`src/rtl/dds_pkg.sv`:
```
// -----------------------------------------------------------------------------
// dds_pkg
// Shared definitions for the DDS wave-generator slice: default tuning-word and
// dwell widths, sweep mode codes, sweep FSM state encoding and a small mode
// decode helper. Used by the sweep controller, the phase accumulator and the
// wave modules.
// -----------------------------------------------------------------------------
package dds_pkg;

   localparam int DDS_PHASE_W = 32;
   localparam int DDS_DWELL_W = 20;

   // Sweep modes; code 3 behaves as a single sweep.
   localparam logic [1:0] MODE_SINGLE = 2'd0;
   localparam logic [1:0] MODE_REPEAT = 2'd1;
   localparam logic [1:0] MODE_UPDOWN = 2'd2;

   typedef enum logic [1:0] {
      ST_IDLE   = 2'd0,
      ST_SWEEP  = 2'd1,
      ST_FINISH = 2'd2
   } sweep_state_e;

   // True for every mode that ends after one pass (0 and the spare code 3).
   function automatic logic mode_is_single(input logic [1:0] mode);
      logic res;
      case (mode)
         MODE_REPEAT: res = 1'b0;
         MODE_UPDOWN: res = 1'b0;
         default:     res = 1'b1;
      endcase
      return res;
   endfunction

endpackage

```
`src/rtl/dds_sweep_ctrl_if.sv`:
```
// -----------------------------------------------------------------------------
// dds_sweep_ctrl_if
// Control/status bundle between a sweep requester and the sweep controller.
//   start/abort       : request strobes (abort wins)
//   mode              : sweep mode code
//   f_start/f_stop    : first / last tuning word
//   f_step            : unsigned step magnitude
//   dwell             : cycles per point (0 behaves as 1)
//   tune_word/_valid  : registered tuning word and its load pulse
//   busy/done         : sweep activity and single-sweep completion pulse
// master = requester, slave = sweep controller.
// -----------------------------------------------------------------------------
interface dds_sweep_ctrl_if
   import dds_pkg::*;
#(
   parameter int PHASE_W = DDS_PHASE_W,
   parameter int DWELL_W = DDS_DWELL_W
);

   logic               start;
   logic               abort;
   logic [1:0]         mode;
   logic [PHASE_W-1:0] f_start;
   logic [PHASE_W-1:0] f_stop;
   logic [PHASE_W-1:0] f_step;
   logic [DWELL_W-1:0] dwell;
   logic [PHASE_W-1:0] tune_word;
   logic               tune_valid;
   logic               busy;
   logic               done;

   modport master (
      output start, abort, mode, f_start, f_stop, f_step, dwell,
      input  tune_word, tune_valid, busy, done
   );

   modport slave (
      input  start, abort, mode, f_start, f_stop, f_step, dwell,
      output tune_word, tune_valid, busy, done
   );

endinterface

```
`src/rtl/dds_step_calc.sv`:
```
// -----------------------------------------------------------------------------
// dds_step_calc
// Combinational next-point calculator for the frequency sweep.
//   tune_word       in  : current tuning word
//   f_step          in  : step magnitude
//   f_start/f_stop  in  : latched sweep endpoints
//   dir             in  : current direction (1 = up)
//   init_dir        in  : direction of the first pass (1 = up)
//   next_word       out : next point in the current direction, clamped
//   rev_word        out : next point after a direction reversal, clamped
//   at_endpoint     out : current word equals the endpoint being approached
// -----------------------------------------------------------------------------
module dds_step_calc
   import dds_pkg::*;
#(
   parameter int PHASE_W = DDS_PHASE_W
) (
   input  logic [PHASE_W-1:0] tune_word,
   input  logic [PHASE_W-1:0] f_step,
   input  logic [PHASE_W-1:0] f_start,
   input  logic [PHASE_W-1:0] f_stop,
   input  logic               dir,
   input  logic               init_dir,
   output logic [PHASE_W-1:0] next_word,
   output logic [PHASE_W-1:0] rev_word,
   output logic               at_endpoint
);

   // One step toward target; the extra bit catches wrap past 0 / max, and both
   // wrap and overshoot land exactly on the target.
   function automatic logic [PHASE_W-1:0] step_toward(
      input logic [PHASE_W-1:0] cur,
      input logic [PHASE_W-1:0] step,
      input logic [PHASE_W-1:0] target,
      input logic               up
   );
      logic [PHASE_W:0]   ext;
      logic [PHASE_W-1:0] res;
      if (up) begin
         ext = {1'b0, cur} + {1'b0, step};
         if (ext[PHASE_W] || (ext[PHASE_W-1:0] > target)) res = target;
         else                                             res = ext[PHASE_W-1:0];
      end else begin
         ext = {1'b0, cur} - {1'b0, step};
         if (ext[PHASE_W] || (ext[PHASE_W-1:0] < target)) res = target;
         else                                             res = ext[PHASE_W-1:0];
      end
      return res;
   endfunction

   logic               fwd_pass_s;
   logic [PHASE_W-1:0] fwd_target_s;
   logic [PHASE_W-1:0] rev_target_s;

   // Moving in the first-pass direction heads for f_stop, otherwise for f_start.
   assign fwd_pass_s   = (dir == init_dir);
   assign fwd_target_s = fwd_pass_s ? f_stop  : f_start;
   assign rev_target_s = fwd_pass_s ? f_start : f_stop;

   assign next_word    = step_toward(tune_word, f_step, fwd_target_s, dir);
   assign rev_word     = step_toward(tune_word, f_step, rev_target_s, ~dir);
   assign at_endpoint  = (tune_word == fwd_target_s);

endmodule

```
`src/rtl/dds_sweep_ctrl.sv`:
```
// -----------------------------------------------------------------------------
// dds_sweep_ctrl
// Frequency-sweep scheduler: steps a DDS tuning word from f_start to f_stop in
// f_step increments, holding each point for max(dwell,1) cycles. Supports
// single, repeating (sawtooth) and up/down (triangle) sweeps.
//   clk_in  in : system clock
//   rst     in : synchronous active-high reset
//   bus        : dds_sweep_ctrl_if.slave (requests/config in, tuning word and
//                status out; all outputs registered)
// -----------------------------------------------------------------------------
module dds_sweep_ctrl
   import dds_pkg::*;
#(
   parameter int PHASE_W = DDS_PHASE_W,
   parameter int DWELL_W = DDS_DWELL_W
) (
   input  logic             clk_in,
   input  logic             rst,
   dds_sweep_ctrl_if.slave  bus
);

   localparam logic [DWELL_W-1:0] DWELL_ZERO = {DWELL_W{1'b0}};
   localparam logic [DWELL_W-1:0] DWELL_ONE  = {{(DWELL_W-1){1'b0}}, 1'b1};
   localparam logic [PHASE_W-1:0] WORD_ZERO  = {PHASE_W{1'b0}};

   sweep_state_e       state_r;
   logic [1:0]         mode_r;
   logic [PHASE_W-1:0] f_start_r;
   logic [PHASE_W-1:0] f_stop_r;
   logic [PHASE_W-1:0] f_step_r;
   logic [DWELL_W-1:0] dwell_r;
   logic [DWELL_W-1:0] dwell_cnt_r;
   logic               dir_r;
   logic               init_dir_r;
   logic               degen_r;
   logic [PHASE_W-1:0] tune_word_r;
   logic               tune_valid_r;
   logic               busy_r;
   logic               done_r;

   logic [PHASE_W-1:0] next_word_s;
   logic [PHASE_W-1:0] rev_word_s;
   logic               at_endpoint_s;

   dds_step_calc #(.PHASE_W(PHASE_W)) u_step_calc (
      .tune_word   (tune_word_r),
      .f_step      (f_step_r),
      .f_start     (f_start_r),
      .f_stop      (f_stop_r),
      .dir         (dir_r),
      .init_dir    (init_dir_r),
      .next_word   (next_word_s),
      .rev_word    (rev_word_s),
      .at_endpoint (at_endpoint_s)
   );

   // Sweep FSM, config latch, dwell counter and registered outputs.
   always_ff @(posedge clk_in) begin
      if (rst) begin
         state_r      <= ST_IDLE;
         mode_r       <= MODE_SINGLE;
         f_start_r    <= WORD_ZERO;
         f_stop_r     <= WORD_ZERO;
         f_step_r     <= WORD_ZERO;
         dwell_r      <= DWELL_ZERO;
         dwell_cnt_r  <= DWELL_ZERO;
         dir_r        <= 1'b1;
         init_dir_r   <= 1'b1;
         degen_r      <= 1'b0;
         tune_word_r  <= WORD_ZERO;
         tune_valid_r <= 1'b0;
         busy_r       <= 1'b0;
         done_r       <= 1'b0;
      end else begin
         // Strobes default low; only load/finish edges raise them.
         tune_valid_r <= 1'b0;
         done_r       <= 1'b0;
         case (state_r)
            ST_IDLE: begin
               if (bus.start && !bus.abort) begin
                  mode_r       <= bus.mode;
                  f_start_r    <= bus.f_start;
                  f_stop_r     <= bus.f_stop;
                  f_step_r     <= bus.f_step;
                  dwell_r      <= (bus.dwell == DWELL_ZERO) ? DWELL_ONE : bus.dwell;
                  dwell_cnt_r  <= (bus.dwell == DWELL_ZERO) ? DWELL_ONE : bus.dwell;
                  dir_r        <= (bus.f_stop >= bus.f_start);
                  init_dir_r   <= (bus.f_stop >= bus.f_start);
                  // A zero step or coincident endpoints collapse to one point.
                  degen_r      <= (bus.f_start == bus.f_stop) || (bus.f_step == WORD_ZERO);
                  tune_word_r  <= bus.f_start;
                  tune_valid_r <= 1'b1;
                  busy_r       <= 1'b1;
                  state_r      <= ST_SWEEP;
               end
            end

            ST_SWEEP: begin
               if (bus.abort) begin
                  busy_r  <= 1'b0;
                  state_r <= ST_IDLE;
               end else if (dwell_cnt_r <= DWELL_ONE) begin
                  dwell_cnt_r <= dwell_r;
                  if (degen_r) begin
                     // Single point: one-shot modes finish, others hold silently.
                     if (mode_is_single(mode_r)) begin
                        done_r  <= 1'b1;
                        state_r <= ST_FINISH;
                     end
                  end else if (at_endpoint_s) begin
                     case (mode_r)
                        MODE_REPEAT: begin
                           tune_word_r  <= f_start_r;
                           tune_valid_r <= 1'b1;
                        end
                        MODE_UPDOWN: begin
                           dir_r        <= ~dir_r;
                           tune_word_r  <= rev_word_s;
                           tune_valid_r <= 1'b1;
                        end
                        default: begin
                           done_r  <= 1'b1;
                           state_r <= ST_FINISH;
                        end
                     endcase
                  end else begin
                     tune_word_r  <= next_word_s;
                     tune_valid_r <= 1'b1;
                  end
               end else begin
                  dwell_cnt_r <= dwell_cnt_r - DWELL_ONE;
               end
            end

            ST_FINISH: begin
               busy_r  <= 1'b0;
               state_r <= ST_IDLE;
            end

            default: begin
               busy_r  <= 1'b0;
               state_r <= ST_IDLE;
            end
         endcase
      end
   end

   assign bus.tune_word  = tune_word_r;
   assign bus.tune_valid = tune_valid_r;
   assign bus.busy       = busy_r;
   assign bus.done       = done_r;

endmodule

```
`src/flat_wrapper.sv`:
```
// flat-port wrapper written by rule: the top's interface ports become plain ports
module dds_sweep_ctrl_flat import dds_pkg::*;
#(
   parameter int PHASE_W = DDS_PHASE_W,
   parameter int DWELL_W = DDS_DWELL_W
)
  (clk_in, rst, bus_start, bus_abort, bus_mode, bus_f_start, bus_f_stop, bus_f_step, bus_dwell, bus_tune_word, bus_tune_valid, bus_busy, bus_done);
  dds_sweep_ctrl_if #(.PHASE_W(PHASE_W), .DWELL_W(DWELL_W)) bus_i ();
  input  logic clk_in;
  input  logic rst;
  input wire logic [$bits(bus_i.start)-1:0] bus_start;
  input wire logic [$bits(bus_i.abort)-1:0] bus_abort;
  input wire logic [$bits(bus_i.mode)-1:0] bus_mode;
  input wire logic [$bits(bus_i.f_start)-1:0] bus_f_start;
  input wire logic [$bits(bus_i.f_stop)-1:0] bus_f_stop;
  input wire logic [$bits(bus_i.f_step)-1:0] bus_f_step;
  input wire logic [$bits(bus_i.dwell)-1:0] bus_dwell;
  output wire logic [$bits(bus_i.tune_word)-1:0] bus_tune_word;
  output wire logic [$bits(bus_i.tune_valid)-1:0] bus_tune_valid;
  output wire logic [$bits(bus_i.busy)-1:0] bus_busy;
  output wire logic [$bits(bus_i.done)-1:0] bus_done;
  assign bus_i.start = bus_start;
  assign bus_i.abort = bus_abort;
  assign bus_i.mode = bus_mode;
  assign bus_i.f_start = bus_f_start;
  assign bus_i.f_stop = bus_f_stop;
  assign bus_i.f_step = bus_f_step;
  assign bus_i.dwell = bus_dwell;
  assign bus_tune_word = bus_i.tune_word;
  assign bus_tune_valid = bus_i.tune_valid;
  assign bus_busy = bus_i.busy;
  assign bus_done = bus_i.done;
  dds_sweep_ctrl #(.PHASE_W(PHASE_W), .DWELL_W(DWELL_W)) u_core (.clk_in(clk_in), .rst(rst), .bus(bus_i));
endmodule
```
`config.mk`:
```
export PLATFORM = sky130hd
export DESIGN_NAME = dds_sweep_ctrl_flat
export DESIGN_NICKNAME = d
export VERILOG_FILES = /design/src/rtl/dds_pkg.sv /design/src/rtl/dds_sweep_ctrl_if.sv /design/src/rtl/dds_step_calc.sv /design/src/rtl/dds_sweep_ctrl.sv /design/src/flat_wrapper.sv
export SDC_FILE = /design/constraint.sdc
export NUM_CORES = 1
export LEC_CHECK = 0
export CAP_MARGIN = 20
export CORE_AREA = 2 2 215 217
export DETAILED_ROUTE_END_ITERATION = 10
export DIE_AREA = 0 0 217 219
export GPL_ROUTABILITY_DRIVEN = 0
export PLACE_DENSITY = 0.68
export SYNTH_ARGS = -nofsm -noshare
export SYNTH_HDL_FRONTEND = slang
export SYNTH_HIERARCHICAL = 1
export SYNTH_SLANG_ARGS = --single-unit
```
`constraint.sdc`:
```
create_clock -name clk_in -period 7.1 [get_ports clk_in]
set_clock_uncertainty 0.1 [all_clocks]
set_input_delay 1.42 -clock clk_in [delete_from_list [all_inputs] [get_ports clk_in]]
set_output_delay 1.42 -clock clk_in [all_outputs]
set_load 0.02 [all_outputs]
```
==> implementation parameters <==
Parameter                              Value

GRT
  Largest net degree at the start of global routing    a little over 100
  Number of antenna violations at the first check in global routing    9
  Gr usage total    0.2631
  GRT Residual Overflow    0
  Via count of the first global-routing pass    approximately 18000
  First-pass GRT wire length    98240 µm

Logic synthesis
  Multiplexer share of the synthesized area    0.1326
  Post-synthesis simple-gate area fraction    0.1696
  Area share of fa/ha/maj cells after synthesis    0.1549
  Number of warnings issued by yosys    6
  Synthesis-stage register bit count    between 150 and 200
  Post-synth ARST share    0
  Area of the mapped netlist    roughly 0.018 mm²
  Number of enable flip-flop cells after synthesis    0
  Synthesized instance count    about 2400
  Dominant combinational cell family by area after synthesis    compound AO/OA/AOI/OAI gates
  Synth Area in XOR/XNOR    0.04821
  Average cell area after synthesis    7.720 µm²
  Synth unique cells    ~90
  Sequential share of the synthesized area    0.1942
  Top flip-flop cell by instance count after synthesis    sky130_fd_sc_hd__dfxtp_1
  Synthesized-area fraction occupied by ao, oa, aoi and oai cells    0.2287
  Mapped Nets    2725

Layout
  Area growth from synthesis to final layout    14.69%
  Util after Layout    0.4668
  Layout cells sized above 1    0.07221
  Final instance count without filler cells    ~3000
  Highest-count cells in the layout ignoring fill and taps    sky130_fd_sc_hd__nand2_1 (314), sky130_fd_sc_hd__a21oi_1 (271), sky130_fd_sc_hd__ha_1 (223), sky130_fd_sc_hd__mux2i_1 (180), sky130_fd_sc_hd__dfxtp_1 (177)
  Commonest non-fill, non-tap cell in the layout    sky130_fd_sc_hd__nand2_1
  Net count reported at finish    roughly 2800

Timing
  Final min period    just under 7000 ps
  Final Hold Slack    about 360 ps
  Worst rel slew slack    0.1812
  Final setup viols    0
  RSZ-0062 raised after global routing    no
  Setup TNS    0 ps
  Maximum clock rate    around 150 MHz
  Crit share post-route    0.9480
  Number of failing hold endpoints at the final stage    0
  Worst Max-Slew Pin Slew    1217 ps
  Number of slew-limit violations in the final report    0

Critical path
  Maximum fanout count along the critical path    16
  CP endpoint kind    flop
  WS Path Type    reg2reg
  Worst r2r src    u_core/bus.tune_word[18]
  Arrival time of data at the critical path endpoint    7030 ps
  Worst EP required    approximately 7400 ps
  Category of the worst setup path launch point    flop
  Launch point of the worst path    u_core/bus.tune_word[18]

Die
  Die span in x    roughly 220 µm
  Initial Util    0.4070
  Count of pins on the block boundary    approximately 160
  Placement Rows    78
  Total die area    ~0.048 mm²
  Vertical die dimension    about 220 µm
  Core ar.    roughly 0.045 mm²

Clocking
  Setup Fix Bufs, Post-CTS    0
  Buffers from clock root to sink, at most    2
  Latest clock arrival within the worst-skew pair    around 500 ps
  Total number of clock tree sinks    between 150 and 200
  Register clock-pin slew on the reported worst setup and hold paths    about 70 ps
  Depth of the CTS H-tree    4
  CTS Root Buffer Type    sky130_fd_sc_hd__clkbuf_16
  Number of buffers created by CTS    17
  CTS tree    built

Status
  Status    complete, no violations

Placement
  Cell count after placement    3033
  HPWL after detailed placement    48800 µm
  Number of port buffers    ~160

Drt
  Average detailed-routed wire length per instance    around 21 µm
  Post-route DRC    0
  Average vias per placed instance    around 6
  Initial DRT Pass Iterations    5
  Wirelength, routed    between 60000 and 70000 µm
  Via count    approximately 18000
  Remaining antenna violation count after routing    0
  First-iteration detailed-routing DRC count    1752

Power
  Power Density    236.1 mW/mm²
  Largest voltage drop on the vdd net    0.1634 mV
  NetSw    between 2 and 2.5 mW
  Lkg Pwr    between 8 and 9 nW
  Switching fraction of total power    0.4322
  Internal Power    between 2 and 3 mW
  Part of the total power dissipated in sequential elements    0.229
  Share of power burned in combinational logic    0.566
  Clock network fraction of design power    0.205

Worst hold path
  Hold_sp    u_core/dwell_r[18]
  Worst hold path type    reg2reg

Job
  Maximum Capacitance Violations    0
power by group through the flow:
stage / Clock [mW] / Sequential, mW / Combinational [mW]
6_report: 1.02 / 1.14 / 2.81
5_1_grt: 1.07 / 1.14 / 3.05
4_1_cts: 1.04 / 1.14 / 2.75
3_5_place_dp: 0 / 1.16 / 2.74
3_3_place_gp: 0 / 1.15 / 2.67
2_1_floorplan: 0 / 1.15 / 2.03
worst max-delay path, stage by stage, from the launching register on:
cell	delay, ps
sky130_fd_sc_hd__dfxtp_1	480
sky130_fd_sc_hd__ha_1	310
sky130_fd_sc_hd__buf_4	190
sky130_fd_sc_hd__a211oi_1	280
sky130_fd_sc_hd__nand2_1	120
sky130_fd_sc_hd__or3_1	400
sky130_fd_sc_hd__a211oi_1	720
sky130_fd_sc_hd__o31a_2	360
sky130_fd_sc_hd__o21bai_1	90
sky130_fd_sc_hd__a21oi_1	180
sky130_fd_sc_hd__xor2_1	360
sky130_fd_sc_hd__inv_1	120
sky130_fd_sc_hd__ha_1	330
sky130_fd_sc_hd__a21o_1	160
sky130_fd_sc_hd__a21o_1	170
sky130_fd_sc_hd__a21oi_1	170
sky130_fd_sc_hd__nor2b_1	60
sky130_fd_sc_hd__o21ai_0	210
sky130_fd_sc_hd__a21oi_1	110
sky130_fd_sc_hd__nor2_1	100
sky130_fd_sc_hd__a21o_1	140
sky130_fd_sc_hd__buf_4	320
sky130_fd_sc_hd__mux2_2	370
sky130_fd_sc_hd__o21ai_0	170
sky130_fd_sc_hd__nor2_1	70
sky130_fd_sc_hd__a211oi_1	220
sky130_fd_sc_hd__a21oi_1	70
sky130_fd_sc_hd__a211oi_1	260
final timing paths:
kind | slack, ps | endpoint | cells after the start
setup / recovery | 370 | u_core/bus.tune_word[14] | 27
hold / removal | 360 | u_core/dwell_r[18] | 2
setup reg to reg | 370 | u_core/bus.tune_word[14] | 27
hold reg to reg | 360 | u_core/dwell_r[18] | 2
layout make-up:
cell class,count,area (µm²)
clock inverter,12,155.1
antenna,4,10.01
timing repair buffer,203,1947
multi-input combinational,1890,13550
clock buffer,19,452.9
fill,4440,24040
inverter,163,611.8
sequential,178,3565
tap,600,750.7
routing by layer:
| layer | global-route usage | vias up | part of all wire |
|---|---|---|---|
| li1 | - | 8725 | - |
| met1 | 0.3328 | 8773 | 0.42 |
| met2 | 0.4290 | 780 | 0.45 |
| met3 | 0.05696 | 146 | 0.083 |
| met4 | 0.1169 | 12 | 0.039 |
| met5 | 0 | - | 0.0012 |
state kept, by name, summed over array words and instances, names as in the netlist:
signal,cells
u_core/bus.tune_valid,1
u_core/f_step_r,32
u_core/degen_r,1
u_core/f_stop_r,32
u_core/bus.done,1
u_core/dir_r,1
u_core/dwell_r,20
u_core/bus.tune_word,32
u_core/dwell_cnt_r,20
u_core/init_dir_r,1
u_core/bus.busy,1
u_core/mode_r,2
u_core/f_start_r,32
u_core/state_r,2
cell families after synthesis:
kind of cell	count (synthesis)
buffers and inverters	309
adder cells (fa/ha/maj)	226
AND/OR/NAND/NOR	674
flip-flops	178
multiplexers	236
AO/OA/AOI/OAI	653
XOR/XNOR	101
Yosys cell counts, drive strengths merged, types with 11 or more instances:
cell type  instances  share of area
nand2b            18         0.0061
xor2              16         0.0076
a21oi            274          0.075
a211oi            92          0.038
mux2i            180          0.098
a21o              40          0.016
nor2b             17         0.0059
nor2             131          0.027
nor4              37          0.014
nand2            315          0.064
or3               18         0.0061
a311oi            16         0.0090
o21bai            11         0.0045
mux2              56          0.034
nand4             34          0.012
o31ai             14         0.0057
o211ai            41          0.017
buf               52          0.019
dfxtp            178           0.19
nor3              41          0.011
o21ai             77          0.021
nand3             19         0.0052
o21a              11         0.0045
clkbuf            94          0.019
inv              160          0.033
ha               224           0.15
xnor2             85          0.041
repair_timing:
action / CTS / global route
hold buffers: 0 / 0
resized for setup: 0 / 5
setup endpoints to repair: 0 / 30
through the flow:
stage | instance area, µm² | setup slack, ps | power, mW
global placement | 20400 | 356.3 | 3.823
floorplan | 18350 | 1321 | 3.181
finish | 21050 | 369.1 | 4.969
global route | 21040 | 59.40 | 5.266
CTS | 21010 | 286.5 | 4.924
detailed placement | 20400 | 343.8 | 3.893
No activity file was read; power rests on OpenSTA's default activity.
